<file path="config.mk">
export PLATFORM = sky130hd
export DESIGN_NAME = data_bus_arbiter
export DESIGN_NICKNAME = d
export VERILOG_FILES = /design/src/rtl/data_bus_arbiter_pkg.sv /design/src/rtl/data_bus_arbiter_rr_pick.sv /design/src/rtl/data_bus_arbiter.sv
export SDC_FILE = /design/constraint.sdc
export NUM_CORES = 1
export LEC_CHECK = 0
export BUFFER_PORTS_ARGS = -buffer_cell sky130_fd_sc_hd__buf_4
export CAP_MARGIN = 15
export CORE_AREA = 4 4 119 121
export DETAILED_ROUTE_END_ITERATION = 8
export DIE_AREA = 0 0 123 125
export PLACE_DENSITY = 0.49
export SYNTH_ARGS = -nofsm -noshare
export SYNTH_HDL_FRONTEND = slang
export SYNTH_SLANG_ARGS = --single-unit
</file>
<file path="constraint.sdc">
create_clock -name clk -period 1.74 [get_ports clk]
set_clock_uncertainty 0.1 [all_clocks]
set_input_delay 0.174 -clock clk [delete_from_list [all_inputs] [get_ports clk]]
set_output_delay 0.174 -clock clk [all_outputs]
set_load 0.05 [all_outputs]
</file>
<file path="src/rtl/data_bus_arbiter_pkg.sv">
// Shared types for the two-master data bus arbiter: memory access type,
// arbiter FSM states and one-hot grant encodings.
package data_bus_arbiter_pkg;

    // Memory access width carried alongside every bus transaction.
    typedef enum logic [2:0] {
        BYTE = 3'd0,
        WORD = 3'd1
    } MemType_t;

    // Arbiter FSM states.
    typedef enum logic [1:0] {
        IDLE    = 2'd0,
        BUSY    = 2'd1,
        RELEASE = 2'd2
    } ArbState_t;

    // One-hot bus ownership: bit0 = m0, bit1 = m1.
    typedef logic [1:0] Grant_t;

    localparam Grant_t GRANT_NONE = 2'b00;
    localparam Grant_t GRANT_M0   = 2'b01;
    localparam Grant_t GRANT_M1   = 2'b10;

    // Width of a counter that must reach timeout-1; at least one bit.
    function automatic int cnt_width(input int timeout);
        return (timeout > 1) ? $clog2(timeout) : 1;
    endfunction

endpackage

</file>
<file path="src/rtl/data_bus_arbiter_rr_pick.sv">
// Combinational two-way picker: chooses the bus owner from the current
// request pair, using round-robin on the previous owner or fixed m1 priority.
module arb_rr_pick
    import data_bus_arbiter_pkg::*;
(
    input  logic [1:0] req,        // bit0 = m0 request, bit1 = m1 request
    input  logic       last,       // previous completed owner: 0 = m0, 1 = m1
    input  logic       rr_enable,  // 1 = round-robin, 0 = m1 always wins ties
    output Grant_t     pick
);

    // Select the winner; on a tie round-robin favours the master not served last.
    always_comb begin
        pick = GRANT_NONE;
        unique case (req)
            2'b01:   pick = GRANT_M0;
            2'b10:   pick = GRANT_M1;
            2'b11:   pick = (rr_enable && last) ? GRANT_M0 : GRANT_M1;
            default: pick = GRANT_NONE;
        endcase
    end

endmodule

</file>
<file path="src/rtl/data_bus_arbiter.sv">
// Two-master, one-slave data bus arbiter. Each transaction owns the slave
// from grant until s_ready, followed by a one-cycle release bubble. A
// watchdog aborts a transaction the slave never completes.
module data_bus_arbiter
    import data_bus_arbiter_pkg::*;
#(
    parameter int TIMEOUT   = 255,   // BUSY cycles without s_ready before abort; 0 disables
    parameter bit RR_ENABLE = 1'b1   // 1 = round-robin, 0 = fixed priority (m1 wins)
) (
    input  logic        clk,
    input  logic        rst_n,

    // Master 0 (instruction fetch)
    input  logic [31:0] m0_addr,
    input  logic [31:0] m0_dataOut,
    input  logic        m0_read,
    input  logic        m0_write,
    input  logic [2:0]  m0_memType,
    output logic [31:0] m0_dataIn,
    output logic        m0_ready,
    output logic        m0_err,

    // Master 1 (load/store)
    input  logic [31:0] m1_addr,
    input  logic [31:0] m1_dataOut,
    input  logic        m1_read,
    input  logic        m1_write,
    input  logic [2:0]  m1_memType,
    output logic [31:0] m1_dataIn,
    output logic        m1_ready,
    output logic        m1_err,

    // Slave port
    output logic [31:0] s_addr,
    output logic [31:0] s_dataOut,
    output logic        s_read,
    output logic        s_write,
    output logic [2:0]  s_memType,
    output logic        s_clk,
    input  logic [31:0] s_dataIn,
    input  logic        s_ready,

    // Status
    output logic [1:0]  grant,
    output logic        busy
);

    localparam int  CW    = cnt_width(TIMEOUT);
    localparam bit  WD_EN = (TIMEOUT != 0);
    localparam logic [CW-1:0] CNT_LAST = WD_EN ? CW'(TIMEOUT - 1) : '0;

    ArbState_t      state_q, state_nxt;
    Grant_t         grant_q, grant_nxt;
    logic           last_q, last_nxt;     // 0 = m0 completed last, 1 = m1
    logic [CW-1:0]  cnt_q, cnt_nxt;

    logic [1:0]     req;
    Grant_t         pick;
    logic           gnt_req;              // granted master still strobing
    logic           tmo_hit;              // watchdog expires this cycle
    logic           done_pulse;           // ready returned to the owner
    logic           err_pulse;            // ready is a timeout abort

    assign req     = {m1_read | m1_write, m0_read | m0_write};
    assign gnt_req = grant_q[1] ? req[1] : req[0];
    assign tmo_hit = WD_EN && (state_q == BUSY) && (cnt_q == CNT_LAST);

    // Read data is broadcast; only the owner's ready qualifies it.
    assign m0_dataIn = s_dataIn;
    assign m1_dataIn = s_dataIn;
    assign s_clk     = clk;
    assign grant     = grant_q;
    assign busy      = (state_q == BUSY);

    arb_rr_pick u_pick (
        .req       (req),
        .last      (last_q),
        .rr_enable (RR_ENABLE),
        .pick      (pick)
    );

    // State, owner, round-robin history and watchdog count registers.
    always_ff @(posedge clk or negedge rst_n) begin
        if (!rst_n) begin
            state_q <= IDLE;
            grant_q <= GRANT_NONE;
            last_q  <= 1'b1;
            cnt_q   <= '0;
        end else begin
            // NOTE: non-blocking assignments make every register update from
            // the pre-edge values, so the order of these lines is irrelevant.
            state_q <= state_nxt;
            grant_q <= grant_nxt;
            last_q  <= last_nxt;
            cnt_q   <= cnt_nxt;
        end
    end

    // Next-state logic plus slave forwarding and master handshake outputs.
    always_comb begin
        // NOTE: every signal written here gets a default first; a branch that
        // skipped an assignment would otherwise infer a latch.
        state_nxt  = state_q;
        grant_nxt  = grant_q;
        last_nxt   = last_q;
        cnt_nxt    = cnt_q;
        done_pulse = 1'b0;
        err_pulse  = 1'b0;
        s_addr     = '0;
        s_dataOut  = '0;
        s_read     = 1'b0;
        s_write    = 1'b0;
        s_memType  = BYTE;

        unique case (state_q)
            IDLE: begin
                if (pick != GRANT_NONE) begin
                    state_nxt = BUSY;
                    grant_nxt = pick;
                    cnt_nxt   = '0;
                end
            end

            BUSY: begin
                if (grant_q[1]) begin
                    s_addr    = m1_addr;
                    s_dataOut = m1_dataOut;
                    s_read    = m1_read;
                    s_write   = m1_write;
                    s_memType = m1_memType;
                end else begin
                    s_addr    = m0_addr;
                    s_dataOut = m0_dataOut;
                    s_read    = m0_read;
                    s_write   = m0_write;
                    s_memType = m0_memType;
                end

                if (s_ready) begin
                    // Normal completion beats both abort and timeout.
                    done_pulse = 1'b1;
                    last_nxt   = grant_q[1];
                    grant_nxt  = GRANT_NONE;
                    state_nxt  = RELEASE;
                end else if (!gnt_req) begin
                    // Owner withdrew its strobes: release silently.
                    grant_nxt  = GRANT_NONE;
                    state_nxt  = RELEASE;
                end else if (tmo_hit) begin
                    done_pulse = 1'b1;
                    err_pulse  = 1'b1;
                    grant_nxt  = GRANT_NONE;
                    state_nxt  = RELEASE;
                end else if (cnt_q != '1) begin
                    cnt_nxt    = cnt_q + 1'b1;
                end
            end

            RELEASE: begin
                state_nxt = IDLE;
            end

            default: begin
                state_nxt = IDLE;
                grant_nxt = GRANT_NONE;
            end
        endcase

        m0_ready = done_pulse & grant_q[0];
        m1_ready = done_pulse & grant_q[1];
        m0_err   = err_pulse  & grant_q[0];
        m1_err   = err_pulse  & grant_q[1];
    end

endmodule

</file>
==> summary.txt <==
Global routing
  – GR Util All Layers: 14.1%
  – Vias in the first global route: 3022
  – First-pass GRT wire length: 17000 um
  – Initial antenna violation count: 0
  – Largest net degree at the start of global routing: 38
  – Total gr overflow: 0

Critical path
  – Crit path kind: flop to output pin
  – CP max FO: 4
  – Worst r2r src: grant[1]
  – Critical Path Start: grant[1]
  – Launching element type of the critical path: flop
  – CP required: 1.47 ns
  – Crit. End Element: output pin
  – Worst EP arrival: 1.85 ns

Floorplan
  – Die footprint: 15400 um^2
  – Io pins: 314
  – Row cnt: 42
  – Initial Util: 17.7%
  – Core area: 13100 um^2
  – Die X: 123 um
  – Die Ht: 125 um

Run status
  – Violated checks: setup timing
  – Run status: finished, violations left

Finish
  – Layout cells sized above 1: 81.7%
  – Final #Nets: 680
  – Finished Layout Cells: 680
  – Area Overhead vs Synth: 148%
  – Final core utilization: 43.9%
  – Diodes inserted: 0

Routing
  – Routed Antenna Nets: 0
  – DRC viols: 0
  – Vias: 2990
  – WL per Instance: 19.6 um
  – Initial drt markers: 52
  – Final wirelength: 13400 um
  – Vias per Instance: 4.40
  – Initial DRT Pass Iterations: 4

Synthesis
  – Yosys warnings: 0
  – Post-synth top cells: nor2_1, mux2i_1, buf_4
  – Synth cell types: 41
  – Post-synth ARST share: 100%
  – Most frequent cell after synthesis: nor2_1
  – Synthesized area: 2310 um^2
  – Syn avg cell area: 7.55 um^2
  – #FFs+latches synth: 13
  – Number of synthesized flops with an enable pin: 0
  – Sequential area share after synthesis: 14.1%
  – Yosys top cell area share: 29.9%
  – Syn nets: 481
  – Area leader, netlist: mux2i_1
  – Main flop type after synthesis: dfrtp_1
  – Gate Count Post-Synth: 306
  – Largest cells by area after synthesis: mux2i_1, buf_4, dfrtp_1

Timing
  – Finish-stage setup viols: 77
  – RSZ-0062 raised after global routing: true
  – Final WS setup: -0.386 ns
  – Min Tclk post-route: 2.13 ns
  – Rel. slew slack: 63.8%
  – Final period utilization: 122%
  – Max Fclk: 0.470 GHz
  – Fin Hold WS: 0.100 ns
  – Worst-Margin Slew: 0.539 ns
  – Fin. Hold Viols: 0
  – Fin. max-slew vios: 0

Pwr
  – VDD IR-drop max: 0.00153 V
  – Power share of the combinational group: 86.9%
  – Sw Ratio: 52.1%
  – Reg power frac: 4.5%
  – Sw Pwr: 0.00563 W
  – Clk network pwr share: 8.6%
  – Leak Pwr: 2.45 nW
  – P per Cell Area: 1880 nW/um^2
  – Int Power: 0.00517 W

Clock network
  – CTS tree: yes
  – Worst-Skew Late Latency: 0.36 ns
  – Clock transition at the registers of the reported paths: 0.05 ns

Placement
  – Final HPWL DP: 9990 um
  – Dpl ws: -0.0666 ns
  – GPL Wtd Cong: 0.809
  – Placed instance count: 645
  – # port buffers: 217

Worst hold path
  – Worst Hold Class: primary input to asynchronous set/reset pin

Run
  – Maximum Capacitance Violations: 0
-- path summary, 6_finish.rpt --
kind	endpoint	slack [ns]	cells after the start
worst max-delay path	m1_err	-0.39	5
max in group asynchronous	last_q	1.20	2
min in group clk	last_q	0.12	3
worst min register to register	cnt_q[1]	0.48	1
worst min-delay path	grant[1]	0.10	2
worst max register to register	cnt_q[4]	-0.10	6
-- metal layers --
| layer | wire length (um) | global-route usage, % | vias up |
|---|---|---|---|
| met5 | 0 | 0 | - |
| met1 | 4730 | 15.3 | 1408 |
| met3 | 1750 | 7.41 | 19 |
| met2 | 6710 | 24.6 | 173 |
| li1 | - | - | 1390 |
| met4 | 156 | 2.48 | 0 |
-- through the flow --
| step | cell area [um^2] | total power [W] | TNS, ns |
|---|---|---|---|
| floorplan | 2740 | 0.00581 | -7.80 |
| global placement | 4340 | 0.00772 | -0.113 |
| detailed placement | 4340 | 0.00776 | -0.229 |
| CTS | 4780 | 0.00917 | -23.17 |
| global route | 5740 | 0.0113 | -27.84 |
| finish | 5740 | 0.0108 | -23.87 |
-- final cells by class --
cell class / count / area, um^2
fill: 1247 / 7340
sequential: 13 / 333
tap: 176 / 220
multi-input combinational: 207 / 2390
clock buffer: 8 / 161
timing repair buffer: 273 / 2630
inverter: 3 / 11.3
-- layout by cell type, fill, tap and decap left out, types with 4 or more instances in the layout --
cell type    n
buf_12      10
nand4_1      4
clkbuf_16   11
buf_8       18
buf_6       43
buf_4      194
nor2_1      19
mux2i_4     35
mux2i_2     16
dfrtp_1      9
nor2_2       9
mux2i_1     18
nor2_4      49
nand2_1      4
-- power by group through the flow --
stage / Sequential (W) / Clock (W) / Combinational [W]
2_1_floorplan: 0.000540 / 0.000124 / 0.00514
3_3_place_gp: 0.000470 / 0.000124 / 0.00713
3_5_place_dp: 0.000473 / 0.000124 / 0.00716
4_1_cts: 0.000474 / 0.000942 / 0.00775
5_1_grt: 0.000493 / 0.000971 / 0.00981
6_report: 0.000482 / 0.000934 / 0.00939
-- logic make-up after synthesis --
group | Yosys count | share of synthesized area [%]
flops | 13 | 14.1
compound gates | 22 | 6.61
fa+ha+maj | 2 | 1.08
simple gates | 113 | 22.9
mux | 70 | 30.4
buf+inv | 86 | 24.9
-- repair_timing --
item	4_1_cts	5_1_grt
pin swaps	6	12
hold buffers	1	0
gates cloned	1	7
resized for setup	39	149
endpoints found under the setup margin	78	84
endpoints found under the hold margin	13	0
setup buffers	8	13
-- critical path: stages, from the launching register on --
cell,delay [ns]
dfrtp_4,0.48
or3_4,0.35
and3_4,0.18
and3_4,0.18
and2_4,0.16
buf_6,0.14
-- registers in the layout, indices dropped and copies added, names as in the netlist --
signal,cells
grant,2
cnt_q,8
last_q,1
state_q,2
No activity file was read; power rests on OpenSTA's default activity.
